### src/rtl/mem_access_ctrl_if.sv
// Bundle of the upstream request/response signals and the Avalon-MM master bus
// seen by mem_access_ctrl. The master modport is the controller's view.
interface mem_access_ctrl_if;
  logic        io_done;
  logic [1:0]  mode;
  logic [24:0] mem_address;
  logic [15:0] write_data;
  logic        mem_done;
  logic [15:0] read_data;
  logic        timeout_err;

  logic [24:0] avm_address;
  logic        avm_read;
  logic        avm_write;
  logic [15:0] avm_writedata;
  logic [15:0] avm_readdata;
  logic        avm_readdatavalid;
  logic        avm_waitrequest;

  modport master (
    input  io_done, mode, mem_address, write_data,
    input  avm_readdata, avm_readdatavalid, avm_waitrequest,
    output mem_done, read_data, timeout_err,
    output avm_address, avm_read, avm_write, avm_writedata
  );

  modport slave (
    output io_done, mode, mem_address, write_data,
    output avm_readdata, avm_readdatavalid, avm_waitrequest,
    input  mem_done, read_data, timeout_err,
    input  avm_address, avm_read, avm_write, avm_writedata
  );
endinterface

### src/rtl/mem_access_ctrl.sv
// Bridges a four-phase upstream read/write request onto a single-word Avalon-MM
// master transfer, with a per-transfer timeout and a sticky timeout flag.
module mem_access_ctrl #(
  parameter int unsigned TIMEOUT_CYCLES = 1023
) (
  input  logic             clk,
  input  logic             reset_n,
  mem_access_ctrl_if.master bus
);

  localparam int unsigned CNT_BITS = $clog2(TIMEOUT_CYCLES + 1);
  localparam int unsigned CNT_W    = (CNT_BITS > 10) ? CNT_BITS : 10;
  localparam logic [CNT_W-1:0] CNT_LAST = CNT_W'(TIMEOUT_CYCLES - 1);

  localparam logic [1:0] MODE_READ  = 2'b01;
  localparam logic [1:0] MODE_WRITE = 2'b10;

  typedef enum logic [2:0] {
    IDLE,
    RD_REQ,
    RD_WAIT,
    WR_REQ,
    DONE
  } state_t;

  state_t           state;
  state_t           next_state;
  logic [CNT_W-1:0] tmo_cnt;
  logic [24:0]      addr_q;
  logic [15:0]      wdata_q;
  logic [15:0]      rdata_q;
  logic             err_q;

  logic busy;
  logic tmo_hit;
  logic load_addr;
  logic load_wdata;
  logic capture_rd;
  logic set_err;

  assign busy    = (state == RD_REQ) || (state == RD_WAIT) || (state == WR_REQ);
  assign tmo_hit = busy && (tmo_cnt == CNT_LAST);

  // NOTE: state flops use non-blocking assignments so every register samples
  // pre-edge values regardless of the order the always blocks are evaluated.
  always_ff @(posedge clk or negedge reset_n) begin
    if (!reset_n) state <= IDLE;
    else          state <= next_state;
  end

  // NOTE: every signal driven here gets a default first, so no path through
  // the case leaves it unassigned and no latch is inferred.
  always_comb begin
    next_state = state;
    load_addr  = 1'b0;
    load_wdata = 1'b0;
    capture_rd = 1'b0;
    set_err    = 1'b0;

    unique case (state)
      IDLE: begin
        if (bus.io_done && bus.mode == MODE_READ) begin
          load_addr  = 1'b1;
          next_state = RD_REQ;
        end else if (bus.io_done && bus.mode == MODE_WRITE) begin
          load_addr  = 1'b1;
          load_wdata = 1'b1;
          next_state = WR_REQ;
        end
      end

      // Acceptance of a read is not completion, so the timeout still fires here.
      RD_REQ: begin
        if (tmo_hit) begin
          set_err    = 1'b1;
          next_state = DONE;
        end else if (!bus.avm_waitrequest) begin
          next_state = RD_WAIT;
        end
      end

      RD_WAIT: begin
        if (bus.avm_readdatavalid) begin
          capture_rd = 1'b1;
          next_state = DONE;
        end else if (tmo_hit) begin
          set_err    = 1'b1;
          next_state = DONE;
        end
      end

      WR_REQ: begin
        if (!bus.avm_waitrequest) begin
          next_state = DONE;
        end else if (tmo_hit) begin
          set_err    = 1'b1;
          next_state = DONE;
        end
      end

      DONE: begin
        if (!bus.io_done) next_state = IDLE;
      end

      default: next_state = IDLE;
    endcase
  end

  // Counts busy cycles of the current transfer; it leaves the busy states
  // at CNT_LAST at the latest, so it never wraps.
  always_ff @(posedge clk or negedge reset_n) begin
    if (!reset_n)  tmo_cnt <= '0;
    else if (busy) tmo_cnt <= tmo_cnt + CNT_W'(1);
    else           tmo_cnt <= '0;
  end

  always_ff @(posedge clk or negedge reset_n) begin
    if (!reset_n) begin
      addr_q  <= '0;
      wdata_q <= '0;
      rdata_q <= '0;
      err_q   <= 1'b0;
    end else begin
      if (load_addr)  addr_q  <= bus.mem_address;
      if (load_wdata) wdata_q <= bus.write_data;
      if (capture_rd) rdata_q <= bus.avm_readdata;
      if (set_err)    err_q   <= 1'b1;
    end
  end

  // Commands decode from the state register only, so they hold steady under
  // waitrequest and drop as soon as reset forces the state to IDLE.
  assign bus.avm_read      = (state == RD_REQ);
  assign bus.avm_write     = (state == WR_REQ);
  assign bus.mem_done      = (state == DONE);
  assign bus.avm_address   = addr_q;
  assign bus.avm_writedata = wdata_q;
  assign bus.read_data     = rdata_q;
  assign bus.timeout_err   = err_q;

endmodule

### src/flat_wrapper.sv
// flat-port wrapper written by rule: the top's interface ports become plain ports
module mem_access_ctrl_flat 
#(
  parameter int unsigned TIMEOUT_CYCLES = 1023
)
  (clk, reset_n, bus_io_done, bus_mode, bus_mem_address, bus_write_data, bus_avm_readdata, bus_avm_readdatavalid, bus_avm_waitrequest, bus_mem_done, bus_read_data, bus_timeout_err, bus_avm_address, bus_avm_read, bus_avm_write, bus_avm_writedata);
  mem_access_ctrl_if bus_i ();
  input  logic clk;
  input  logic reset_n;
  input wire logic [$bits(bus_i.io_done)-1:0] bus_io_done;
  input wire logic [$bits(bus_i.mode)-1:0] bus_mode;
  input wire logic [$bits(bus_i.mem_address)-1:0] bus_mem_address;
  input wire logic [$bits(bus_i.write_data)-1:0] bus_write_data;
  input wire logic [$bits(bus_i.avm_readdata)-1:0] bus_avm_readdata;
  input wire logic [$bits(bus_i.avm_readdatavalid)-1:0] bus_avm_readdatavalid;
  input wire logic [$bits(bus_i.avm_waitrequest)-1:0] bus_avm_waitrequest;
  output wire logic [$bits(bus_i.mem_done)-1:0] bus_mem_done;
  output wire logic [$bits(bus_i.read_data)-1:0] bus_read_data;
  output wire logic [$bits(bus_i.timeout_err)-1:0] bus_timeout_err;
  output wire logic [$bits(bus_i.avm_address)-1:0] bus_avm_address;
  output wire logic [$bits(bus_i.avm_read)-1:0] bus_avm_read;
  output wire logic [$bits(bus_i.avm_write)-1:0] bus_avm_write;
  output wire logic [$bits(bus_i.avm_writedata)-1:0] bus_avm_writedata;
  assign bus_i.io_done = bus_io_done;
  assign bus_i.mode = bus_mode;
  assign bus_i.mem_address = bus_mem_address;
  assign bus_i.write_data = bus_write_data;
  assign bus_i.avm_readdata = bus_avm_readdata;
  assign bus_i.avm_readdatavalid = bus_avm_readdatavalid;
  assign bus_i.avm_waitrequest = bus_avm_waitrequest;
  assign bus_mem_done = bus_i.mem_done;
  assign bus_read_data = bus_i.read_data;
  assign bus_timeout_err = bus_i.timeout_err;
  assign bus_avm_address = bus_i.avm_address;
  assign bus_avm_read = bus_i.avm_read;
  assign bus_avm_write = bus_i.avm_write;
  assign bus_avm_writedata = bus_i.avm_writedata;
  mem_access_ctrl #(.TIMEOUT_CYCLES(TIMEOUT_CYCLES)) u_core (.clk(clk), .reset_n(reset_n), .bus(bus_i));
endmodule
### config.mk
export PLATFORM = sky130hd
export DESIGN_NAME = mem_access_ctrl_flat
export DESIGN_NICKNAME = d
export VERILOG_FILES = /design/src/rtl/mem_access_ctrl_if.sv /design/src/rtl/mem_access_ctrl.sv /design/src/flat_wrapper.sv
export SDC_FILE = /design/constraint.sdc
export NUM_CORES = 1
export LEC_CHECK = 0
export CORE_MARGIN = 3
export CORE_UTILIZATION = 45
export DETAILED_ROUTE_END_ITERATION = 6
export PLACE_DENSITY = 0.94
export SLEW_MARGIN = 0
export SYNTH_ARGS = -nofsm -noshare
export SYNTH_HDL_FRONTEND = slang
export SYNTH_SLANG_ARGS = --single-unit
### constraint.sdc
create_clock -name clk -period 5.5 [get_ports clk]
set_input_delay 0.55 -clock clk [delete_from_list [all_inputs] [get_ports clk]]
set_output_delay 0.55 -clock clk [all_outputs]
set_load 0.05 [all_outputs]
Yosys cells after proc, flatten, opt, wreduce, memory -nomap -nowiden
Index checks and enable logic that the tools add are counted.
{"block": "totals", "regBits": 71, "output_inout_bits": 61, "elab_cells": 45}
{"block": "classes", "n_addsub": 1, "n_eq_ne": 10, "muxes": 21, "reduce_logical": 7}
{"op": "3-bit two-way mux", "count": 8}
{"op": "3-bit one-hot mux with 5 select lines", "count": 1}
{"op": "10-bit by 1-bit adder with 10-bit output, second input constant", "count": 1}
{"op": "10-bit == test, second input constant", "count": 1}
{"op": "1-bit two-way mux", "count": 10}
{"op": "10-bit two-way mux", "count": 1}
{"op": "3-bit by 2-bit == test with 1-bit output, second input constant", "count": 2}
{"op": "3-bit by 1-bit == test with 1-bit output, second input constant", "count": 1}
{"op": "3-bit == test, second input constant", "count": 1}
{"op": "1-bit logical AND", "count": 3}
{"op": "3-bit logical NOT", "count": 1}
{"op": "3-bit by 1-bit inequality test with 1-bit output, second input constant", "count": 1}
{"op": "3-bit by 2-bit inequality test with 1-bit output, second input constant", "count": 1}
{"op": "1-bit one-hot mux with 3 select lines", "count": 1}
{"op": "3-bit AND reduction", "count": 1}
{"op": "2-bit by 1-bit == test with 1-bit output, second input constant", "count": 1}
{"op": "2-bit == test, second input constant", "count": 1}
{"op": "1-bit logical OR", "count": 2}
{"op": "2-bit inequality test, second input constant", "count": 1}

Depth between registers and ports, before layout
{"block": "depth", "ltp_word": 7, "ltp_mapped": 6}

Least setup slack after synthesis
OpenSTA, ideal clock, no wires.
{"block": "synth_path", "kind": "register to output", "from": "reg u_core.state[1]", "to": "out bus_avm_write", "arrival_time_ps": 1728, "required_ps": 4950, "setup_slack_ps": 3222, "path_stages_with_launch": 3, "path_buffers": 0, "path_cell_list": "dfrtp_1 > inv_2 > nor3b_1"}
{"block": "synth_via", "elab_chain_len": 1}
{"element": "start, declared", "line_no": "mem_access_ctrl.sv:26", "source": "state_t state;"}
{"element": "start signal, assigned", "line_no": "mem_access_ctrl.sv:48", "source": "else state <= next_state;"}
{"element": "3-bit by 2-bit == test with 1-bit output", "line_no": "mem_access_ctrl.sv:134", "source": "assign bus.avm_write = (state == WR_REQ);"}
{"element": "end, declared", "line_no": "flat_wrapper.sv:22", "source": "output wire logic [$bits(bus_i.avm_write)-1:0] bus_avm_write;"}
No other way between the ends.

Worst setup path in the final report
{"block": "layout_path", "from": "reg u_core.state[0]", "to": "out bus_avm_read"}
{"block": "layout_via", "elab_chain_len": 1}
{"element": "3-bit by 1-bit == test with 1-bit output", "line_no": "mem_access_ctrl.sv:133", "source": "assign bus.avm_read = (state == RD_REQ);"}
{"element": "end, declared", "line_no": "flat_wrapper.sv:21", "source": "output wire logic [$bits(bus_i.avm_read)-1:0] bus_avm_read;"}
No other way between the ends.

==> impl_metrics.ini <==
[synthesis]
syn-num-nets = 265
syn_area_um2 = 2910
ys_top_cells_by_area = dfrtp_1, mux2_2, nor2_1
synth_fa_ha_area_share_pct = 0.861
synth_top_family_by_area = multiplexers
synth_ff_type = dfrtp_1
ys.warnings.count = 0
ys_seq_area_share_pct = 61.2
synth_top_area_cell = dfrtp_1
synth_compound_area_share_pct = 3.27
synth_seq_cells = 71
synthCells = 199
synthXorXnorAreaFrac_pct = 2.11
synth-simple-area-share_pct = 8.18
yosysUniqueCellTypes = 33
synth-edff-count = 0
synth_top_area_share_pct = 61.2
postSynthAreaPerCell_um2 = 14.6
async_flop_share_pct = 100
synthMuxAreaShare_pct = 22.1

[global_routing]
antenna_found_initial = 0
overflow = 0
grt_start_max_net_pins = 72
track_usage_pct = 18.9
first_global_vias = 2249
grt_pass1_wl_mm = 10.7

[clock_network]
cts_buffer_depth = 2
insertion_delay_ns = 0.34
cts_setup_buffers = 0
cts_resized = 0
hold_buffers = 0
numCtsBuffers = 9
root_buffer = clkbuf_8
clk_pin_slew_worst_paths_ns = 0.07
clock_sinks = 71
h-tree-depth = 3
cts_tree = yes

[placement]
place_area_um2 = 4190
hpwl_mm = 5.02
place_inst = 391
gp_congestion = 0.774
port_buffers = 124

[cells_and_area]
n_antenna_cell = 0
final_cell_mix = clkdlybuf4s50_1, dfrtp_1, mux2_2
final_cell_area_um2 = 4380
drive_above_1_share_pct = 23.8
syn2layout_area_growth_pct = 50.8
layout_commonest_cell = clkdlybuf4s50_1
nets = 393
fin_cells = 407

[sta]
finClkSkew_ns = 0.00980
period_minus_slack_ns = 2.64
setup_violations = 0
drv_slew = 0
hold_viol = 0
worst_slew_margin_rel_pct = 29.8
tns_ns = 0
worstMarginPinSlew_ns = 1.05
rsz0062_at_grt = no
fmax_mhz = 379
fin_crit_sh_pct = 48.0

[floorplan]
initial_core_util_pct = 47.7
num_rows = 28
die-area_um2 = 7460
ios = 125
core_region_area_um2 = 6100
die_y_um = 86.4
fp.dieW_um = 86.4

[job]
drv_cap = 0

[run_status]
outcome = finished clean

[worst_setup_path]
cp.required_ns = 4.95
r2r_slack_ns = 3.36
r2r-start = u_core.state[0]
worstSetupStartpointType = register
endpoint_kind = output port
reg2reg_to = u_core.bus.avm_address[6]
reg2regPathDepth = 3
arrival_ns = 2.09
crit_type = register to output port
cp_max_fo = 9

[drt]
dr_total_vias = 2065
drc_errors = 0
totalWireLength_mm = 6.78
ant_nets = 0
drtIter0Drc = 141
wl_per_cell_um = 16.7
viasPerCell = 5.07
dr.pass1.iters = 4

[power]
p_per_area_nw_per_um2 = 683
power_leakage_uw = 0.00184
ir_drop_uv = 596

[hold_path]
hold_class = input pin to async pin
## stage by stage
stage | total power (uW) | setup WS [ns] | util, % | hold WS (ns)
global placement | 2560 | 2.88 | 68.7 | 0.443
detailed placement | 2600 | 2.78 | 68.7 | 0.457
floorplan | 2020 | 3.22 | - | 0.254
global route | 3130 | 2.76 | 71.9 | 0.463
CTS | 3020 | 2.81 | 71.9 | 0.433
finish | 2990 | 2.86 | 71.9 | 0.404
## where the power goes
part / internal (uW) / switching (uW)
Clock: 212 / 198
Sequential: 751 / 143
Combinational: 635 / 1050
## synth_stat cells, types with 2 or more instances
library cell and number:
nor2_1 12, and2_1 2, mux2_2 57, nand2_1 7
o21ai_0 3, xor2_1 5, buf_4 2, nand4_1 3
nand3_1 2, dfrtp_1 71, or3_1 2, xnor2_1 2
ha_1 2, buf_2 3, buf_6 2, nor3b_1 4
a21oi_1 3, inv_1 2
## metal layers
metal	routed length [um]	track usage, %
met3	551	6.65
met5	0	0
met1	2620	21.2
met2	3500	32.6
met4	110	8.07
## worst max-delay path: stages, from the launching register on
cell	delay [ns]
dfrtp_1	0.56
nor3b_1	0.32
clkdlybuf4s50_1	0.87
## flip-flops by register name, summed over array words and instances, names as in the netlist
signal                    count
u_core.tmo_cnt               10
u_core.bus.avm_writedata     16
u_core.bus.timeout_err        1
u_core.state                  3
u_core.bus.avm_address       25
u_core.bus.read_data         16
## area by class of cell
cell class / count / area, um2
timing repair buffer: 125 / 1240
clock inverter: 6 / 67.6
fill: 414 / 1710
inverter: 3 / 11.3
multi-input combinational: 117 / 1060
tap: 75 / 93.8
clock buffer: 10 / 128
sequential: 71 / 1780
## kinds of logic after synthesis
family / after synthesis
and+or+nand+nor: 39
AOI/OAI and AO/OA: 12
DFF: 71
muxes: 57
xor gates and xnor gates: 7
adders and majority gates: 2
buffers and inverters: 11
## worst max-delay path by stage
stage | start | endpoint | slack, ns | cells after the start
after floorplan | u_core.state[1] | bus_avm_write | 3.22 | 2
after global placement | bus_mode[1] | u_core.bus.avm_address[11] | 2.88 | 5
after detailed placement | bus_mode[0] | u_core.bus.avm_address[0] | 2.78 | 5
after CTS | u_core.state[0] | bus_avm_read | 2.81 | 2
after global routing | u_core.state[1] | bus_avm_write | 2.76 | 3
final | u_core.state[0] | bus_avm_read | 2.86 | 2
Power figures use the tool's default switching activity.
==> edit, RTL diff (same settings) <==
Re-encode `state_t` (5 states) as one-hot, 5 bits wide.
--- a/src/rtl/mem_access_ctrl.sv
+++ b/src/rtl/mem_access_ctrl.sv
@@ -16,10 +16,10 @@
   localparam logic [1:0] MODE_WRITE = 2'b10;
 
-  typedef enum logic [2:0] {
-    IDLE,
-    RD_REQ,
-    RD_WAIT,
-    WR_REQ,
-    DONE
+  typedef enum logic [4:0] {
+    IDLE    = 5'b00001,
+    RD_REQ  = 5'b00010,
+    RD_WAIT = 5'b00100,
+    WR_REQ  = 5'b01000,
+    DONE    = 5'b10000
   } state_t;
 
Formal check against the unedited RTL: same outputs for any inputs over 10 cycles, from zero or initial values and one cycle with reset_n low; not proved beyond that.
==> edit against the unedited design <==
  * Via count increased by 5.9%
  * Die area increased by 4.4%
  * Power decreased by 19%
  * Area after synthesis increased by 4.8%
  * Sequential cell count increased by 2
  * Design area increased by 2.8%
  * Highest routed layer unchanged
  * Synthesized cell count increased by 9.0%
  * Worst setup slack got worse by 31 ps
  * Utilization decreased by 2.1 points
  * Critical endpoint is now bus_avm_write
  * Routed wire length increased by 2.5%
==> edit: results (changes against the unedited design) <==
Global route
  • Largest net degree at the start of global routing: 74 (+2.8%)
  • Initial antenna violation count: 0 (unchanged)
  • First-pass GRT wire length: 10,800 um (+0.71%)
  • Number of global-route vias before repair: 2,356 (+4.8%)
  • Global Route Usage Sum: 17.9% (-1.0 points)

Synth
  • Commonest cells post-synth: 72 x dfrtp_1, 57 x mux2_2, 12 x nor2_1
  • Seq/Total Area, Yosys: 60.0% (-1.1 points)
  • Syn Nets: 283 (+6.8%)
  • Synth area leaders: dfrtp_1 59%, mux2_2 21%, nor2_1 1.5%
  • Yosys Warn Count: 0 (unchanged)
  • Distinct cells, synth: 37 (+12%)
  • Top_reg_cell synth: dfrtp_1
  • FFs w/ async S/R, synth: 100% (unchanged)

Placement
  • Port Buf Inserts: 124 (unchanged)
  • Post-DP HPWL: 5180 um (+3.1%)
  • Placed Instance Area: 4330 um2 (+3.3%)
  • Dpl ws: 2910 ps (+127 ps)
  • GP Congestion: 0.899 (+16%)

CTS
  • Root Driver: clkbuf_8
  • Clk slew on worst S/H paths: 70 ps (about the same)
  • Post-CTS Setup Bufs: 0 (unchanged)
  • Htree depth: 3 (unchanged)
  • Buffer levels on the longest clock path: 2 (unchanged)
  • Clock buffer count from CTS: 9 (unchanged)
  • Clk_lat worst skew: 340 ps (about the same)
  • Cells resized by post-CTS repair: 0 (unchanged)

Critical path
  • Slowest stage cell, crit path: clkdlybuf4s50_1
  • CP top delay family: buffers and inverters
  • Worst stage delay on the critical path: 820 ps (-50 ps)
  • Crit Path Max Fanout: 11 (+2)
  • CP arrival: 2120 ps (+30 ps)
  • FF-to-FF path depth: 3 (unchanged)

Cells and area
  • Share of layout cells above drive strength 1: 23.7% (-0.081 points)
  • Commonest non-fill, non-tap cell in the layout: clkdlybuf4s50_1
  • Ant diodes: 0 (unchanged)
  • Final #Nets: 411 (+4.6%)
  • Filler Cell Count: 465 (+12%)
  • Max reg flops: 25 (unchanged)

Run status
  • Status: finished, final reports clean

Routing
  • Detailed Route Iter0 Violations: 42 (-70%)
  • First-pass DRT Iterations: 4 (unchanged)
  • DR vias/cell: 5.12 (+0.95%)
  • DRC viols: 0 (unchanged)
  • Wire per inst: 16.3 um (-2.3%)

Pwr
  • Leakage: 1.90 nW (+3.5%)
  • VDD IR max: 0.000363 V (-39%)

Timing
  • Worst slew margin: 30.1% (+0.26 points)
  • Clock Skews: 11.8 ps (+1.97 ps)

Min path
  • Hold Path Class: in -> async
edit: path summary, 6_finish.rpt:
kind | from | end | slack [ps]
max in group asynchronous | reset_n | u_core.bus.avm_writedata[9] | 4480
worst min register to register | u_core.bus.timeout_err | u_core.bus.timeout_err | 510
worst min-delay path | reset_n | u_core.bus.read_data[8] | 420
worst max register to register | u_core.state[3] | u_core.bus.read_data[3] | 3430
min in group clk | u_core.bus.timeout_err | u_core.bus.timeout_err | 510
worst max-delay path | u_core.state[1] | bus_avm_write | 2830
edit: layout make-up:
type	instances	area (um2)	share of cell area, %
Clock buffer	10	138	3.05
Timing Repair Buffer	125	1240	27.6
Tap cell	77	96.3	2.14
Sequential cell	73	1830	40.6
Inverter	3	11.3	0.250
Clock inverter	6	42.5	0.944
Multi-Input combinational cell	133	1150	25.4
edit: through the flow:
| step | hold slack, ps | std cells |
|---|---|---|
| final | 420 | 427 |
| after global routing | 473 | 427 |
| after CTS | 455 | 427 |
| after detailed placement | 492 | 411 |
| after global placement | 468 | 411 |
| after floorplan | 254 | 217 |
edit: logic make-up after synthesis:
logic type / synth area share (%)
mux: 21.1
fa+ha+maj: 0.822
flops: 60.0
buf+inv: 2.30
xor+xnor: 2.01
simple gates: 10.9
compound gates: 2.88
edit: metal layers:
| metal | share of wire (%) | vias to the layer above | GRT usage (%) |
|---|---|---|---|
| met1 | 38 | 1070 | 20.5 |
| met2 | 52 | 88 | 31.4 |
| met3 | 8.1 | 9 | 5.87 |
| met4 | 0.94 | 0 | 6.46 |
| li1 | - | 1020 | - |
| met5 | 0 | - | 0 |
edit: power by group:
group	switching (W)	total [W]	internal, W
clock	0.000196	0.000372	0.000177
combinational	0.000773	0.00124	0.000467
sequential	0.000100	0.000809	0.000708
